## src/rtl/pet_io_hub.sv

```systemverilog
// PET I/O page slot decoder and access sequencer; access takes 2+W clks, rdy=0 stalls the CPU (no queueing).
// Define PET_IO_HUB_IRQ_EDGE_EN for sticky rising-edge IRQ status bits cleared by STATUS writes.
module pet_io_hub #(
  parameter int NSLOTS = 4,
  parameter int ADDR_W = 8,
  parameter int SEL_LSB = 4,
  parameter logic [NSLOTS*4-1:0] SLOT_WAIT = '0
) (
  input  logic                  clk,
  input  logic                  reset,
  input  logic                  ce,
  input  logic                  cs,
  input  logic                  we,
  input  logic [ADDR_W-1:0]     addr,
  input  logic [7:0]            data_in,
  output logic [7:0]            data_out,
  output logic                  rdy,
  output logic [NSLOTS-1:0]     slot_strobe,
  output logic                  slot_we,
  output logic [SEL_LSB-1:0]    slot_addr,
  output logic [7:0]            slot_wdata,
  input  logic [NSLOTS*8-1:0]   slot_rdata,
  input  logic [NSLOTS-1:0]     slot_irq,
  output logic                  irq
);

  typedef enum logic [1:0] {
    S_IDLE,
    S_WAIT,
    S_STROBE,
    S_CAPTURE
  } state_t;

  state_t            state, state_nx;
  logic [3:0]        cnt, cnt_nx, wmax;
  logic [NSLOTS-1:0] sel, sel_q;
  logic [NSLOTS-1:0] mask, mask_nx, status, status_nx;
  logic              accept, ctrl_wr, irq_nx;
  logic [7:0]        ctrl_rdata, slot_and, rd_value;
  logic              unused_addr;

  assign unused_addr = ^addr;
  assign sel         = cs ? addr[SEL_LSB +: NSLOTS] : '0;
  assign rdy         = (state == S_IDLE) || (state == S_CAPTURE);
  assign accept      = rdy && ce && cs;
  assign slot_strobe = (state == S_STROBE) ? sel_q : '0;
  assign ctrl_wr     = (state == S_STROBE) && slot_we && (sel_q == '0);

  // A multi-select waits for its slowest slot.
  always_comb begin
    wmax = 4'd0;
    for (int i = 0; i < NSLOTS; i++) begin
      if (sel[i] && (SLOT_WAIT[4*i +: 4] > wmax)) begin
        wmax = SLOT_WAIT[4*i +: 4];
      end
    end
  end

  // CAPTURE already reports rdy, so it accepts the next access exactly like IDLE.
  always_comb begin
    state_nx = state;
    cnt_nx   = cnt;
    case (state)
      S_IDLE, S_CAPTURE: begin
        state_nx = S_IDLE;
        if (accept) begin
          if (wmax != 4'd0) begin
            state_nx = S_WAIT;
            cnt_nx   = wmax - 4'd1;
          end else begin
            state_nx = S_STROBE;
          end
        end
      end
      S_WAIT: begin
        if (cnt == 4'd0) begin
          state_nx = S_STROBE;
        end else begin
          cnt_nx = cnt - 4'd1;
        end
      end
      S_STROBE: state_nx = S_CAPTURE;
      default:  state_nx = S_IDLE;
    endcase
  end

  always_comb begin
    slot_and = 8'hFF;
    for (int i = 0; i < NSLOTS; i++) begin
      if (sel_q[i]) begin
        slot_and = slot_and & slot_rdata[8*i +: 8];
      end
    end
    ctrl_rdata = 8'hFF;
    if (slot_addr == SEL_LSB'(0)) begin
      ctrl_rdata[NSLOTS-1:0] = status;
    end else if (slot_addr == SEL_LSB'(1)) begin
      ctrl_rdata[NSLOTS-1:0] = mask;
    end
    rd_value = (sel_q != '0) ? slot_and : ctrl_rdata;
  end

  assign mask_nx = (ctrl_wr && (slot_addr == SEL_LSB'(1))) ? slot_wdata[NSLOTS-1:0] : mask;

`ifdef PET_IO_HUB_IRQ_EDGE_EN
  logic [NSLOTS-1:0] irq_prev, status_clr;

  // Set is OR'ed in after the clear so a new edge survives a simultaneous clear.
  assign status_clr = (ctrl_wr && (slot_addr == SEL_LSB'(0))) ? slot_wdata[NSLOTS-1:0] : '0;
  assign status_nx  = (status & ~status_clr) | (slot_irq & ~irq_prev);

  always_ff @(posedge clk or posedge reset) begin
    if (reset) begin
      irq_prev <= '0;
    end else begin
      irq_prev <= slot_irq;
    end
  end
`else
  assign status_nx = slot_irq;
`endif

  // irq is built from the next-state status and mask so it lags its sources by one clk.
  assign irq_nx = |(status_nx & mask_nx);

  always_ff @(posedge clk or posedge reset) begin
    if (reset) begin
      state      <= S_IDLE;
      cnt        <= 4'd0;
      sel_q      <= '0;
      slot_we    <= 1'b0;
      slot_addr  <= '0;
      slot_wdata <= 8'h00;
      data_out   <= 8'hFF;
      mask       <= '1;
      status     <= '0;
      irq        <= 1'b0;
    end else begin
      state  <= state_nx;
      cnt    <= cnt_nx;
      mask   <= mask_nx;
      status <= status_nx;
      irq    <= irq_nx;
      if (accept) begin
        sel_q      <= sel;
        slot_we    <= we;
        slot_addr  <= addr[SEL_LSB-1:0];
        slot_wdata <= data_in;
      end
      if (state == S_STROBE) begin
        data_out <= slot_we ? 8'hFF : rd_value;
      end
    end
  end

endmodule
```

## config.mk

```make
export PLATFORM = sky130hd
export DESIGN_NAME = pet_io_hub
export DESIGN_NICKNAME = d
export VERILOG_FILES = /design/src/rtl/pet_io_hub.sv
export SDC_FILE = /design/constraint.sdc
export NUM_CORES = 1
export LEC_CHECK = 0
export ABC_AREA = 1
export CAP_MARGIN = 10
export CORE_MARGIN = 2
export CORE_UTILIZATION = 43
export DETAILED_ROUTE_END_ITERATION = 12
export PLACE_DENSITY = 0.81
export REMOVE_ABC_BUFFERS = 1
export SLEW_MARGIN = 5
export SYNTH_ARGS = -nofsm -noshare
export SYNTH_HDL_FRONTEND = slang
export SYNTH_SLANG_ARGS = --single-unit
```

## constraint.sdc

```tcl
create_clock -name clk -period 1.9 [get_ports clk]
set_input_delay 0.475 -clock clk [delete_from_list [all_inputs] [get_ports clk]]
set_output_delay 0.475 -clock clk [all_outputs]
set_load 0.1 [all_outputs]
```

Yosys cells after proc, flatten, opt, wreduce, memory -nomap -nowiden
Cells that the tools add are included.

Eq/ne operators: 5. Add/subtract/negate cells: 1. Reductions and logical operators: 14. Bitwise gates (word level): 5. Muxes and demuxes: 14.

Operators by type and width (number): 8-bit 2-to-1 mux (6); 8-bit bitwise AND (3); 4-bit 2-to-1 mux (5); 4-bit zero test (3); 2-bit one-hot mux with 3 select lines (1); 1-bit logical AND (5); 4-bit bitwise AND (1); 2-bit == test (second input constant) (2); 4-bit by 1-bit == test with 1-bit output (second input constant) (1); 2-bit 2-to-1 mux (2); 4-bit nonzero test (1); 4-bit OR reduction (1); 4-bit by 1-bit subtractor with 4-bit output (second input constant) (1); 2-bit by 1-bit == test with 1-bit output (second input constant) (1); 2-bit zero test (1); 2-bit != test (second input constant) (1); 2-bit AND reduction (1); 2-bit OR reduction (1); 1-bit logical OR (1); 1-bit NOT (1).

Flip-flop bits (word level): 40. Bits of input ports: 57. Word-level logic and storage cells: 49. Output and inout port bits: 27.

Longest topological paths before layout
Gate-level depths: netlist (run 1).

Depth after elaboration: 9. Gate-level depth with buffers: 10. Mapped depth without buffers: 10.

Worst setup path after synthesis (run 1)
OpenSTA, ideal clock, no wires.

Path type: reg-to-reg. Start: reg state[1]. End: reg slot_wdata[0]. Slack: -0.210 ns. Clock period less this slack: 2.110 ns. Cell stages (with the launch flop): 6. Library setup time: 0.128 ns. Data arrival time: 1.982 ns. Cell sequence: dfrtp_1 ha_1 nand3_2 inv_2 buf_2 o21ai_0.

Longest elaborated chain between the ends: 4.

Ends and longest elaborated chain: from (decl) (line 34) `state_t state, state_nx;`; from (signal assigned) (line 139) `state <= state_nx;`; 2-bit == test / 2-bit zero test (equally long branches) (line 44) `assign rdy = (state == S_IDLE) || (state == S_CAPTURE);`; 1-bit logical OR (*) (line 44); net rdy (line 17) `output logic rdy,`; 1-bit logical AND (*) (2 in a row) (line 45) `assign accept = rdy && ce && cs;`; to (signal assigned) (line 148) `slot_wdata <= data_in;`; to (decl) (line 21) `output logic [7:0] slot_wdata,`.

Mark *: on every way through the listed nets, which the timed path passes. The rest lies on a longest branch. A chain may end at the register's enable or synchronous reset.

Worst setup path in the final report (run 1)
Start: reg state[0]. End: out slot_strobe[1].

Longest elaborated chain between the ends: 2.

Ends and longest elaborated chain: 2-bit == test (line 46) `assign slot_strobe = (state == S_STROBE) ? sel_q : '0;`; 4-bit 2-to-1 mux (line 46); to (decl) (line 18) `output logic [NSLOTS-1:0] slot_strobe,`.

Every way passes these cells.

==> impl_metrics.yaml, run 1 <==
run_status:
  status: "complete, no violations"
setup_path:
  r2r_slack_ns: 0.36
  start_kind: "flop"
  reg2reg_to: "data_out[5]"
  worstPathArrival_ns: 1.37
  reg2reg_from: "state[0]"
  critical_path_class: "reg2out"
  crit_required_ns: 1.42
  rr_worst_depth: 8
  crit_fanout: 5
  end_kind: "primary output"
clocking:
  clk_path_buf_depth: 2
  cts_root_buf: "clkbuf_8"
  clk_pin_slew_ns: 0.08
  cts_made_buffers: 5
  hold_buffers: 0
  insertion_delay_ns: 0.30
  cts_tree: "yes"
  cts_max_level: 2
  clock_sinks: 40
route:
  drt-vias-per-instance: 4.96
  wl_met2_um: 2730
  wl_met3_um: 352
  wire_per_inst_um: 13.7
  top_layer: "met4"
  drtIter0Drc: 90
  drtAntennaViolNets: 0
  wl_met1_um: 2150
  via_count: 1923
  wl_um: 5330
  drc_errors: 0
  first_pass_iters: 4
die:
  die_area_um2: 5240
  start_util: 0.453
  coreArea_um2: 4440
  num_rows: 24
  dieWidth_um: 72.4
  ios: 84
  dieHeight_um: 72.4
flow_run:
  max_cap_violations: 0
timing:
  skew_ns: 0.00480
  post-route-min-period_ns: 1.84
  slew_viol_final: 0
  post-route-period-util: 0.970
  fmax_mhz: 542
  max_slew_margin: 0.721
  tightest_slew_ns: 0.418
  setup_viol: 0
  timing.hold.ws_ns: 0.507
  hold_viol_final: 0
synth:
  yosys.cell_types.count: 30
  synthCells: 241
  ys_seq_area_frac: 0.505
  synth.area.top_cells: "dfrtp_1, dfstp_2, nand2_1"
  synth.top_cell.area_share: 0.348
  ys_warn_count: 0
  syn_avg_cell_area_um2: 8.35
  syn_area_um2: 2010
  synth_area_leader_cell: "dfrtp_1"
  ys_ff_latch: 40
global_routing:
  grt_first_pass_wirelength_um: 8690
  first_global_vias: 1953
  grt-ovfl-total: 0
  antenna_found_initial: 0
  grt_start_max_net_pins: 41
  grt.total_usage: 0.215
hold_path:
  hold_class: "reg2reg"
  min_path_cells: 1
  hp-start: "cnt[3]"
  hold_end: "cnt[3]"
pwr:
  p_leak_nw: 1.59
  pwr-share-clk: 0.099
  p_sw_frac: 0.527
  seqPwrFrac: 0.235
  internal_power_mw: 3.31
  p_comb_frac: 0.666
  finalPower_mw: 6.99
  p_sw_mw: 3.68
  powerDensity_nw_per_um2: 2080
  vdd_drop_max_mv: 1.24
cells_and_area:
  final_cell_mix: "nand2_1, clkdlybuf4s50_1, inv_1"
  diodes: 0
  drive_gt1_frac: 0.250
  synthToLayoutAreaGrowth_pct: 67.2
  fin_nets: 396
placed_design:
  place_hpwl_um: 4040
  gp_congestion: 0.788
  port_buffers: 83
power by group through the flow:
| stage | Clock (mW) | Combinational (mW) | Sequential [mW] |
|---|---|---|---|
| 2_1_floorplan | 0 | 1.39 | 3.04 |
| 3_3_place_gp | 0 | 4.44 | 1.64 |
| 3_5_place_dp | 0 | 4.53 | 1.65 |
| 4_1_cts | 0.708 | 4.58 | 1.64 |
| 5_1_grt | 0.734 | 4.89 | 1.69 |
| 6_report | 0.691 | 4.66 | 1.64 |
worst max path at each step:
| stage | from | end | slack, ns | cells past startpoint |
|---|---|---|---|---|
| 6_report | state[0] | slot_strobe[1] | 0.06 | 6 |
| 5_1_grt | state[0] | slot_strobe[0] | -0.003 | 6 |
| 4_1_cts | state[0] | slot_strobe[0] | -0.01 | 6 |
| 3_5_place_dp | cs | slot_wdata[2] | 0.23 | 4 |
| 3_3_place_gp | ce | sel_q[0] | 0.30 | 4 |
| 2_1_floorplan | state[1] | sel_q[0] | -0.18 | 4 |
layer usage:
metal / vias to the layer above / GRT usage
met4: 0 / 0.0844
li1: 947 / -
met5: - / 0
met2: 63 / 0.371
met1: 904 / 0.254
met3: 9 / 0.0583
worst max-delay path: stages (launching register included):
cell and delay [ns]:
dfrtp_1 0.40, inv_2 0.09, ha_4 0.15, buf_6 0.11
nand2_1 0.07, inv_2 0.08, buf_12 0.17
per-stage QoR:
| step | setup WS, ns | util | area [µm²] | TNS [ns] | std cells |
|---|---|---|---|---|---|
| 6_report | 0.0561 | 0.757 | 3360 | 0 | 388 |
| 5_1_grt | -0.00330 | 0.757 | 3360 | -0.00330 | 388 |
| 4_1_cts | -0.0109 | 0.749 | 3330 | -0.0134 | 385 |
| 3_5_place_dp | 0.227 | 0.721 | 3200 | 0 | 376 |
| 3_3_place_gp | 0.297 | 0.721 | 3200 | 0 | 376 |
| 2_1_floorplan | -0.180 | - | 1990 | -3.06 | 237 |
state kept, by name, indices dropped and copies added, names as in the netlist:
register and count:
slot_addr 4, slot_wdata 8, irq 1, mask 4, data_out 8, slot_we 1, sel_q 4, state 2
cnt 4, status 4
synth_stat cells (all sizes together):
library cell and n:
nand2 63, inv 40, dfrtp 28, o21ai 25, nor2 19, a21oi 15, dfstp 12, nand3 12
o22ai 5, and2 4, ha 4, o211ai 3, buf 2, clkbuf 2, a31oi 1, clkinv 1
nand4 1, o21bai 1, or2 1, xnor2 1, xor2 1
timing repair:
| action | in CTS | in global routing |
|---|---|---|
| resized for setup | 4 | 5 |
| setup endpoints to repair | 4 | 4 |
| buffers inserted | 1 | 3 |
final cells by class:
cell class                 instances  area, µm²
sequential                        40       1020
timing repair buffer              91       1180
clock buffer                       5       68.8
clock inverter                     3       42.5
inverter                          41        155
tap                               52       65.1
multi-input combinational        156        836
fill                             316       1080
cells by family after synthesis:
group	count (synthesis)	synth area share
AOI/OAI and AO/OA	50	0.135
DFF	40	0.505
buffers and inverters	45	0.0858
xor gates and xnor gates	2	0.00871
adders and majority gates	4	0.0249
and+or+nand+nor	100	0.241
(Power assumes the default switching activity.)
==> inputs of run 2 (changes only) <==
CTS_CLUSTER_SIZE = 28   (was not set)
==> results of run 2 <==
Final layout, timing and power as in run 1 (identical DEF).
